<file path="src/rtl/instr_loader.sv">
// Program loader: streams instruction words into the CPU instruction memory and
// holds the CPU in reset until loading settles. Optional zero fill: INSTR_LOADER_ZERO_FILL_EN.
module instr_loader #(
    parameter int          DEPTH       = 64,
    parameter logic [31:0] BASE_ADDR   = 32'h0,
    parameter int          HOLD_CYCLES = 4
) (
    input  logic                       clk,
    input  logic                       rst,
    input  logic                       start,
    input  logic                       load_valid,
    input  logic [31:0]                load_data,
    input  logic                       load_last,
    output logic                       load_ready,
    output logic                       initialize,
    output logic [31:0]                instruction_initialize_data,
    output logic [31:0]                instruction_initialize_address,
    output logic                       cpu_rst,
    output logic                       done,
    output logic                       truncated,
    output logic [$clog2(DEPTH+1)-1:0] words_loaded
);

    localparam int CW = $clog2(DEPTH + 1);
    localparam int HW = (HOLD_CYCLES > 1) ? $clog2(HOLD_CYCLES) : 1;
    localparam logic [CW-1:0] LAST_IDX  = CW'(DEPTH - 1);
    localparam logic [HW-1:0] HOLD_LAST = HW'(HOLD_CYCLES - 1);

    localparam logic [2:0] S_IDLE = 3'd0;
    localparam logic [2:0] S_LOAD = 3'd1;
`ifdef INSTR_LOADER_ZERO_FILL_EN
    localparam logic [2:0] S_FILL = 3'd2;
`endif
    localparam logic [2:0] S_HOLD = 3'd3;
    localparam logic [2:0] S_RUN  = 3'd4;

    logic [2:0]    r_state;
    logic [31:0]   r_ptr;
    logic [31:0]   r_data;
    logic [31:0]   r_addr;
    logic          r_init;
    logic          r_cpu_rst;
    logic          r_done;
    logic          r_trunc;
    logic [CW-1:0] r_words;
    logic [HW-1:0] r_hold_cnt;
`ifdef INSTR_LOADER_ZERO_FILL_EN
    logic [CW-1:0] r_fidx;
`endif
    logic          w_load_ready;
    logic          w_accept;

    assign w_load_ready = (r_state == S_LOAD);
    assign w_accept     = load_valid & w_load_ready;

    // Loader state machine, write-port registers and CPU reset control
    always_ff @(posedge clk or posedge rst) begin
        if (rst) begin
            r_state    <= S_IDLE;
            r_ptr      <= BASE_ADDR;
            r_data     <= 32'h0;
            r_addr     <= BASE_ADDR;
            r_init     <= 1'b0;
            r_cpu_rst  <= 1'b1;
            r_done     <= 1'b0;
            r_trunc    <= 1'b0;
            r_words    <= '0;
            r_hold_cnt <= '0;
`ifdef INSTR_LOADER_ZERO_FILL_EN
            r_fidx     <= '0;
`endif
        end else begin
            r_init <= 1'b0;
            case (r_state)
                S_IDLE, S_RUN: begin
                    if (start) begin
                        r_state   <= S_LOAD;
                        r_ptr     <= BASE_ADDR;
                        r_words   <= '0;
                        r_trunc   <= 1'b0;
                        r_cpu_rst <= 1'b1;
                        r_done    <= 1'b0;
                    end
                end
                S_LOAD: begin
                    if (w_accept) begin
                        r_init  <= 1'b1;
                        r_data  <= load_data;
                        r_addr  <= r_ptr;
                        r_ptr   <= r_ptr + 32'd4;
                        r_words <= r_words + CW'(1);
                        // A full memory without load_last ends the load as truncated
                        if (load_last || (r_words == LAST_IDX)) begin
                            r_trunc    <= ~load_last;
                            r_hold_cnt <= '0;
`ifdef INSTR_LOADER_ZERO_FILL_EN
                            if (r_words == LAST_IDX) begin
                                r_state <= S_HOLD;
                            end else begin
                                r_state <= S_FILL;
                                r_fidx  <= r_words + CW'(1);
                            end
`else
                            r_state <= S_HOLD;
`endif
                        end
                    end
                end
`ifdef INSTR_LOADER_ZERO_FILL_EN
                S_FILL: begin
                    r_init <= 1'b1;
                    r_data <= 32'h0;
                    r_addr <= r_ptr;
                    r_ptr  <= r_ptr + 32'd4;
                    r_fidx <= r_fidx + CW'(1);
                    if (r_fidx == LAST_IDX) begin
                        r_state    <= S_HOLD;
                        r_hold_cnt <= '0;
                    end
                end
`endif
                S_HOLD: begin
                    if (r_hold_cnt == HOLD_LAST) begin
                        r_state   <= S_RUN;
                        r_cpu_rst <= 1'b0;
                        r_done    <= 1'b1;
                    end else begin
                        r_hold_cnt <= r_hold_cnt + HW'(1);
                    end
                end
                default: begin
                    r_state   <= S_IDLE;
                    r_cpu_rst <= 1'b1;
                    r_done    <= 1'b0;
                end
            endcase
        end
    end

    assign load_ready                     = w_load_ready;
    assign initialize                     = r_init;
    assign instruction_initialize_data    = r_data;
    assign instruction_initialize_address = r_addr;
    assign cpu_rst                        = r_cpu_rst;
    assign done                           = r_done;
    assign truncated                      = r_trunc;
    assign words_loaded                   = r_words;

endmodule

</file>
<file path="config.mk">
export PLATFORM = sky130hd
export DESIGN_NAME = instr_loader
export DESIGN_NICKNAME = d
export VERILOG_FILES = /design/src/rtl/instr_loader.sv
export SDC_FILE = /design/constraint.sdc
export NUM_CORES = 1
export LEC_CHECK = 0
export CAP_MARGIN = 30
export CORE_MARGIN = 5
export CORE_UTILIZATION = 44
export DETAILED_ROUTE_END_ITERATION = 8
export PLACE_DENSITY = 0.75
export SETUP_SLACK_MARGIN = 0.2
export SLEW_MARGIN = 25
export SYNTH_ARGS = -nofsm -noshare
export SYNTH_HDL_FRONTEND = slang
export SYNTH_SLANG_ARGS = --single-unit
export TNS_END_PERCENT = 20
</file>
<file path="constraint.sdc">
create_clock -name clk -period 3.3 [get_ports clk]
set_clock_uncertainty 0.2 [all_clocks]
set_input_delay 0.33 -clock clk [delete_from_list [all_inputs] [get_ports clk]]
set_output_delay 0.33 -clock clk [all_outputs]
set_load 0.005 [all_outputs]
</file>
==> reports/qor.yml, run 1 <==
cts:
  cts_tree: "done"
  cts_inserted_buffers: 9
  cts_resized: 0
  cts-root-buf: "clkbuf_8"
  postCtsHoldBufs: 0
  post_cts_buffers: 0
  cts_htree_levels: 3
  path_clk_slew_ns: 0.09
  clock_path_buffers: 2
  clkSinkCount: 108
  insertion_delay_ns: 0.36
cells_and_area:
  drive_gt1_share_pct: 6.12
  final_cell_mix: "209 x nand2_1, 110 x clkdlybuf4s50_1, 107 x dfrtp_1"
  utilization_pct: 59.2
  area_delta_synth_final_pct: 32.1
  final_nets: 641
  num_antenna_cells: 0
  final_common_cell: "nand2_1"
synth:
  syn_area_um2: 4580
  yosysSeqAreaShare_pct: 59.0
  yosys.cell_types.count: 40
  synthArstFlopShare_pct: 100
  yosysWarnings: 0
  yosys_register_bits: 108
  syn_inst: 493
  synth-main-ff-cell: "dfrtp_1"
  synth_edf_count: 0
  postSynthAreaPerCell_um2: 9.30
grt:
  grt_usage_pct: 17.2
  gr-total-overflow: 0
  grt_pass1_vias: 3752
  grt_pass1_wl_um: 17900
  antenna_found_initial: 0
  grt_max_degree: 48
floorplan:
  core_um2: 10200
  fp.dieArea_um2: 12600
  io_pins: 113
  dieHeight_um: 112
  rows: 37
  initial_utilization_pct: 44.8
  fp.dieW_um: 112
critical_path:
  arrival_ns: 1.97
  end_kind: "output port"
  path_class: "reg2out"
  cp_max_fo: 8
  start_kind: "flop"
  cp.required_ns: 2.77
power:
  ir_drop_mv: 0.426
  leakagePower_uw: 0.00292
  power_density_nw_per_um2: 675
placement:
  routabilityCongestion: 0.866
  io_buffers: 110
  hpwl_um: 7570
route:
  drt_iter0_markers: 203
  post_drt_wl_per_cell_um: 14.2
  drc: 0
  drt-pass1-iter-count: 4
  vias: 3648
  finalWirelength_um: 10500
  ant_nets: 0
  vias_per_cell: 4.92
timing:
  final_hold_viol_count: 0
  setup_violations: 0
  finalSetupTns_ns: 0
  post-route-min-period_ns: 2.50
  rsz0062_at_grt: "no"
  slew_headroom_pct: 56.0
  max_freq_mhz: 401
  worst_pin_slew_ns: 0.659
  slew_violations: 0
  finalCritPeriodShare_pct: 75.6
job:
  drv_cap: 0
min_path:
  timing.hold.worst.class: "in2async"
run_status:
  status: "completed"
cells in the mapped netlist, types with 2 or more instances:
master,number,area share [%]
clkbuf_1,14,1.1
buf_1,2,0.16
dfrtp_1,107,58
nand3_1,11,1.2
nor3_1,2,0.22
nand4_1,13,1.8
buf_6,2,0.49
and4_1,2,0.38
o21ai_0,15,1.6
buf_4,3,0.49
ha_1,3,0.82
buf_2,2,0.22
nand2b_1,2,0.27
xnor2_1,5,0.96
nand2_1,209,17
a21oi_1,12,1.3
xor2_1,21,4.0
and3_1,3,0.41
nor2_1,35,2.9
inv_1,4,0.33
or3_1,7,0.96
through the flow:
step | cell area [um^2] | worst slack, ns | power [uW] | instances | hold WS [ns]
final | 6050 | 0.804 | 4090 | 741 | 0.0404
after global routing | 6050 | 0.649 | 4390 | 741 | 0.0323
after CTS | 6030 | 0.796 | 4140 | 740 | 0.269
after detailed placement | 5840 | 0.730 | 3340 | 725 | 0.261
after global placement | 5840 | 0.787 | 3290 | 725 | 0.256
after floorplan | 4590 | 1.41 | 2540 | 494 | 0.232
kinds of logic after synthesis:
logic type / share of synthesized area (%)
fa+ha+maj: 0.819
simple gates: 28.5
buf+inv: 2.92
other cells: 0.0818
flops: 59.0
compound gates: 3.77
xor+xnor: 4.97
worst max-delay path, cell delays in order (launching register included):
cell and delay, ns:
dfrtp_1 0.52, nand2b_1 0.23, nor2_1 0.28, clkdlybuf4s50_1 0.57
report_power, final:
group	switching [uW]	total [uW]	internal (uW)
combinational	720	1440	715
sequential	234	1860	1630
clock	423	790	367
final cells by class:
class / instances / area, um^2
fill: 915 / 4180
clock inverter: 4 / 50.0
clock buffer: 11 / 141
timing repair buffer: 119 / 1190
multi-input combinational: 358 / 1770
tap: 136 / 170
inverter: 5 / 22.5
sequential: 108 / 2700
per-layer routing:
layer  global-route usage [%]  up-vias  share of wire (%)
met1                     22.7     1785                 45
met2                     29.0       67                 50
met3                     3.83        6                3.7
li1                         -     1790                  -
met4                     4.09        0               0.58
met5                        0        -                  0
path summary, 6_finish.rpt:
path,start,to,slack [ns],cells after the start
max in group asynchronous,rst,instruction_initialize_address[6],2.25,4
min,rst,instruction_initialize_data[23],0.04,2
min in group clk,r_hold_cnt[0],r_hold_cnt[0],0.27,1
max reg2reg,r_state[1],r_ptr[27],0.92,5
max,r_state[0],load_ready,0.80,3
min reg2reg,r_hold_cnt[0],r_hold_cnt[0],0.27,1
registers in the layout, indices dropped and copies added (netlist names):
register,flops
cpu_rst,1
done,1
initialize,1
instruction_initialize_address,30
instruction_initialize_data,32
r_hold_cnt,2
r_ptr,30
r_state,3
truncated,1
words_loaded,7
Power figures use the tool's default switching activity.
==> run 2: changes to the inputs <==
--- a/config.mk
+++ b/config.mk
@@ -7,9 +7,9 @@
 export LEC_CHECK = 0
 export CAP_MARGIN = 30
 export CORE_MARGIN = 5
-export CORE_UTILIZATION = 44
+export CORE_UTILIZATION = 45
 export DETAILED_ROUTE_END_ITERATION = 8
-export PLACE_DENSITY = 0.75
+export PLACE_DENSITY = 0.74
 export SETUP_SLACK_MARGIN = 0.2
 export SLEW_MARGIN = 25
 export SYNTH_ARGS = -nofsm -noshare
==> constraint.sdc (replaced) <==
create_clock -name clk -period 2.3 [get_ports clk]
set_clock_uncertainty 0.2 [all_clocks]
set_input_delay 0.23 -clock clk [delete_from_list [all_inputs] [get_ports clk]]
set_output_delay 0.23 -clock clk [all_outputs]
set_load 0.005 [all_outputs]
==> run 2 against run 1 <==
Compared with the run above:
- sequential share of layout area down 0.76 points
- count of clock-buffer cells in the layout rose by 1
- power is 46% higher
- via count up 1.2%
- non-clock buffer count rose by 7
- combinational power is 52% higher
- core utilization increased by 3.4 points
==> reports/qor.yml, run 2 (synthesis results as in run 1) <==
timing:
  timing.hold.ws_ns: 0.0270  # was 0.0404 ns
  slew_violations: 0  # unchanged
  worst_pin_slew_ns: 0.687  # was 0.659 ns
  max_freq_mhz: 487
  rsz0062_at_grt: "yes"  # was no
  finalSetupTns_ns: 0  # unchanged
  post-route-min-period_ns: 2.06
  final_hold_viol_count: 0  # unchanged
  setup_violations: 0  # unchanged
  slew_headroom_pct: 54.2  # was 56.0%
  finalCritPeriodShare_pct: 89.3
cts:
  path_clk_slew_ns: 0.11  # was 0.09 ns
  clock_path_buffers: 2  # unchanged
  cts-root-buf: "clkbuf_8"  # unchanged
  insertion_delay_ns: 0.36  # about the same
  cts_inserted_buffers: 9  # unchanged
  cts_tree: "done"  # unchanged
  postCtsHoldBufs: 0  # unchanged
  clkSinkCount: 108  # unchanged
  cts_htree_levels: 3  # unchanged
critical_path:
  cp_max_fo: 11  # was 8
  r2r_cells: 6  # was 5
  path_class: "reg2reg"  # was reg2out
  end_kind: "flop"  # was output port
  arrival_ns: 2.09  # was 1.97 ns
  startpoint: "r_state[0]"  # unchanged
  start_kind: "flop"  # unchanged
  timing.rr.start: "r_state[0]"  # was r_state[1]
  cp.required_ns: 2.34  # was 2.77 ns
cells_and_area:
  final_common_cell: "nand2_1"  # unchanged
  final_cell_mix: "209 x nand2_1, 110 x clkdlybuf4s50_1, 104 x dfrtp_1"  # was 209 x nand2_1, 110 x clkdlybuf4s50_1, 107 x dfrtp_1
  largest_reg_flops: 32  # unchanged
  area_delta_synth_final_pct: 34.6  # was 32.1%
  num_antenna_cells: 0  # unchanged
  drive_gt1_share_pct: 8.48  # was 6.12%
  stdcell_area_um2: 6170  # was 6050 um^2
  final_nets: 648  # was 641
placement:
  dpl_cell_area_um2: 5890  # was 5840 um^2
  hpwl_um: 7510  # was 7570 um
  routabilityCongestion: 0.813  # was 0.866
  io_buffers: 110  # unchanged
floorplan:
  initial_utilization_pct: 46.5  # was 44.8%
  fp.dieW_um: 111  # was 112 um
  io_pins: 113  # unchanged
  core_um2: 9860  # was 10200 um^2
  rows: 36  # was 37
  dieHeight_um: 111  # was 112 um
  fp.dieArea_um2: 12300  # was 12600 um^2
power:
  clkPwrFrac_pct: 18.7  # was 19.3%
  switchingPower_uw: 2070  # was 1380 uW
  internal_power_uw: 3910  # was 2710 uW
  power_density_nw_per_um2: 970  # was 675 nW/um^2
  ir_drop_mv: 0.692  # was 0.426 mV
  power_uw: 5980  # was 4090 uW
  leakagePower_uw: 0.00296  # was 0.00292 uW
  pwr-share-seq_pct: 44.6  # was 45.6%
  swShare_pct: 34.6  # was 33.7%
  combPwrFrac_pct: 36.7  # was 35.1%
route:
  drc: 0  # unchanged
  drt-pass1-iter-count: 4  # unchanged
  drt_iter0_markers: 223  # was 203
  post_drt_wl_per_cell_um: 14.4  # was 14.2 um
  ant_nets: 0  # unchanged
  vias: 3693  # was 3648
  finalWirelength_um: 10800  # was 10500 um
  vias_per_cell: 4.95  # was 4.92
job:
  drv_cap: 0  # unchanged
grt:
  gr-total-overflow: 0  # unchanged
  grt_pass1_vias: 3731  # was 3752
  grt_pass1_wl_um: 18600  # was 17900 um
  grt_usage_pct: 18.2  # was 17.2%
  grt_max_degree: 66  # was 48
  antenna_found_initial: 0  # unchanged
run_status:
  status: "completed"  # unchanged
min_path:
  timing.hold.worst.class: "in2async"  # unchanged
## run 2: cell types whose count changed in the layout (fill, tap and decap cells not counted), moves of 2 or more
cell     before  now
inv_6         0    2
buf_12        2    4
dfrtp_1     107  104
buf_4         7   10
buf_6         0    2
dfrtp_2       0    3
## run 2: layout make-up
cell class	count	area [um^2]
fillers	814	3700
flip-flops and latches	108	2710
multi-input cells	358	1810
repair buffers	126	1280
well taps	133	166
clock buffers	12	155
clock inverters	4	32.5
inverters	5	22.5
## run 2: path summary, 6_finish.rpt
path | slack (ns) | to
max | 0.24 | r_ptr[24]
min | 0.03 | instruction_initialize_data[26]
max reg2reg | 0.24 | r_ptr[24]
min reg2reg | 0.28 | cpu_rst
max in group asynchronous | 1.27 | cpu_rst
min in group clk | 0.17 | instruction_initialize_data[25]
## run 2: power groups by stage
stage / clock, uW / combinational (uW) / sequential, uW
floorplan: 0 / 973 / 2670
global placement: 0 / 2080 / 2660
detailed placement: 0 / 2140 / 2690
CTS: 1140 / 2170 / 2670
global route: 1210 / 2470 / 2730
finish: 1120 / 2190 / 2670
## run 2: layer usage
metal  vias up  track usage, %  share of wire (%)
met5         -               0                  0
met4         0            6.65                1.5
met3        12            3.06                4.1
met2        82            30.0                 50
met1      1793            24.2                 45
li1       1806               -                  -
## run 2: what timing repair did
item / in CTS / in global routing
cloned: 0 / 0
resized for setup: 5 / 7
setup buffers: 0 / 5
setup endpoints to repair: 1 / 20
pin swaps: 0 / 5
## run 2: metrics by stage
stage | setup slack, ns | utilization (%) | std cells
global route | 0.166 | 62.5 | 746
finish | 0.245 | 62.5 | 746
detailed placement | 0.0287 | 59.7 | 725
CTS | 0.217 | 61.7 | 741
global placement | 0.0663 | 59.7 | 725
floorplan | 0.415 | - | 494
## run 2: critical path, stage by stage (launching register included)
cell      delay (ns)
dfrtp_2         0.49
or3b_4          0.45
a211oi_2        0.25
buf_6           0.18
and4_1          0.20
xnor2_1         0.11
nor2_1          0.05
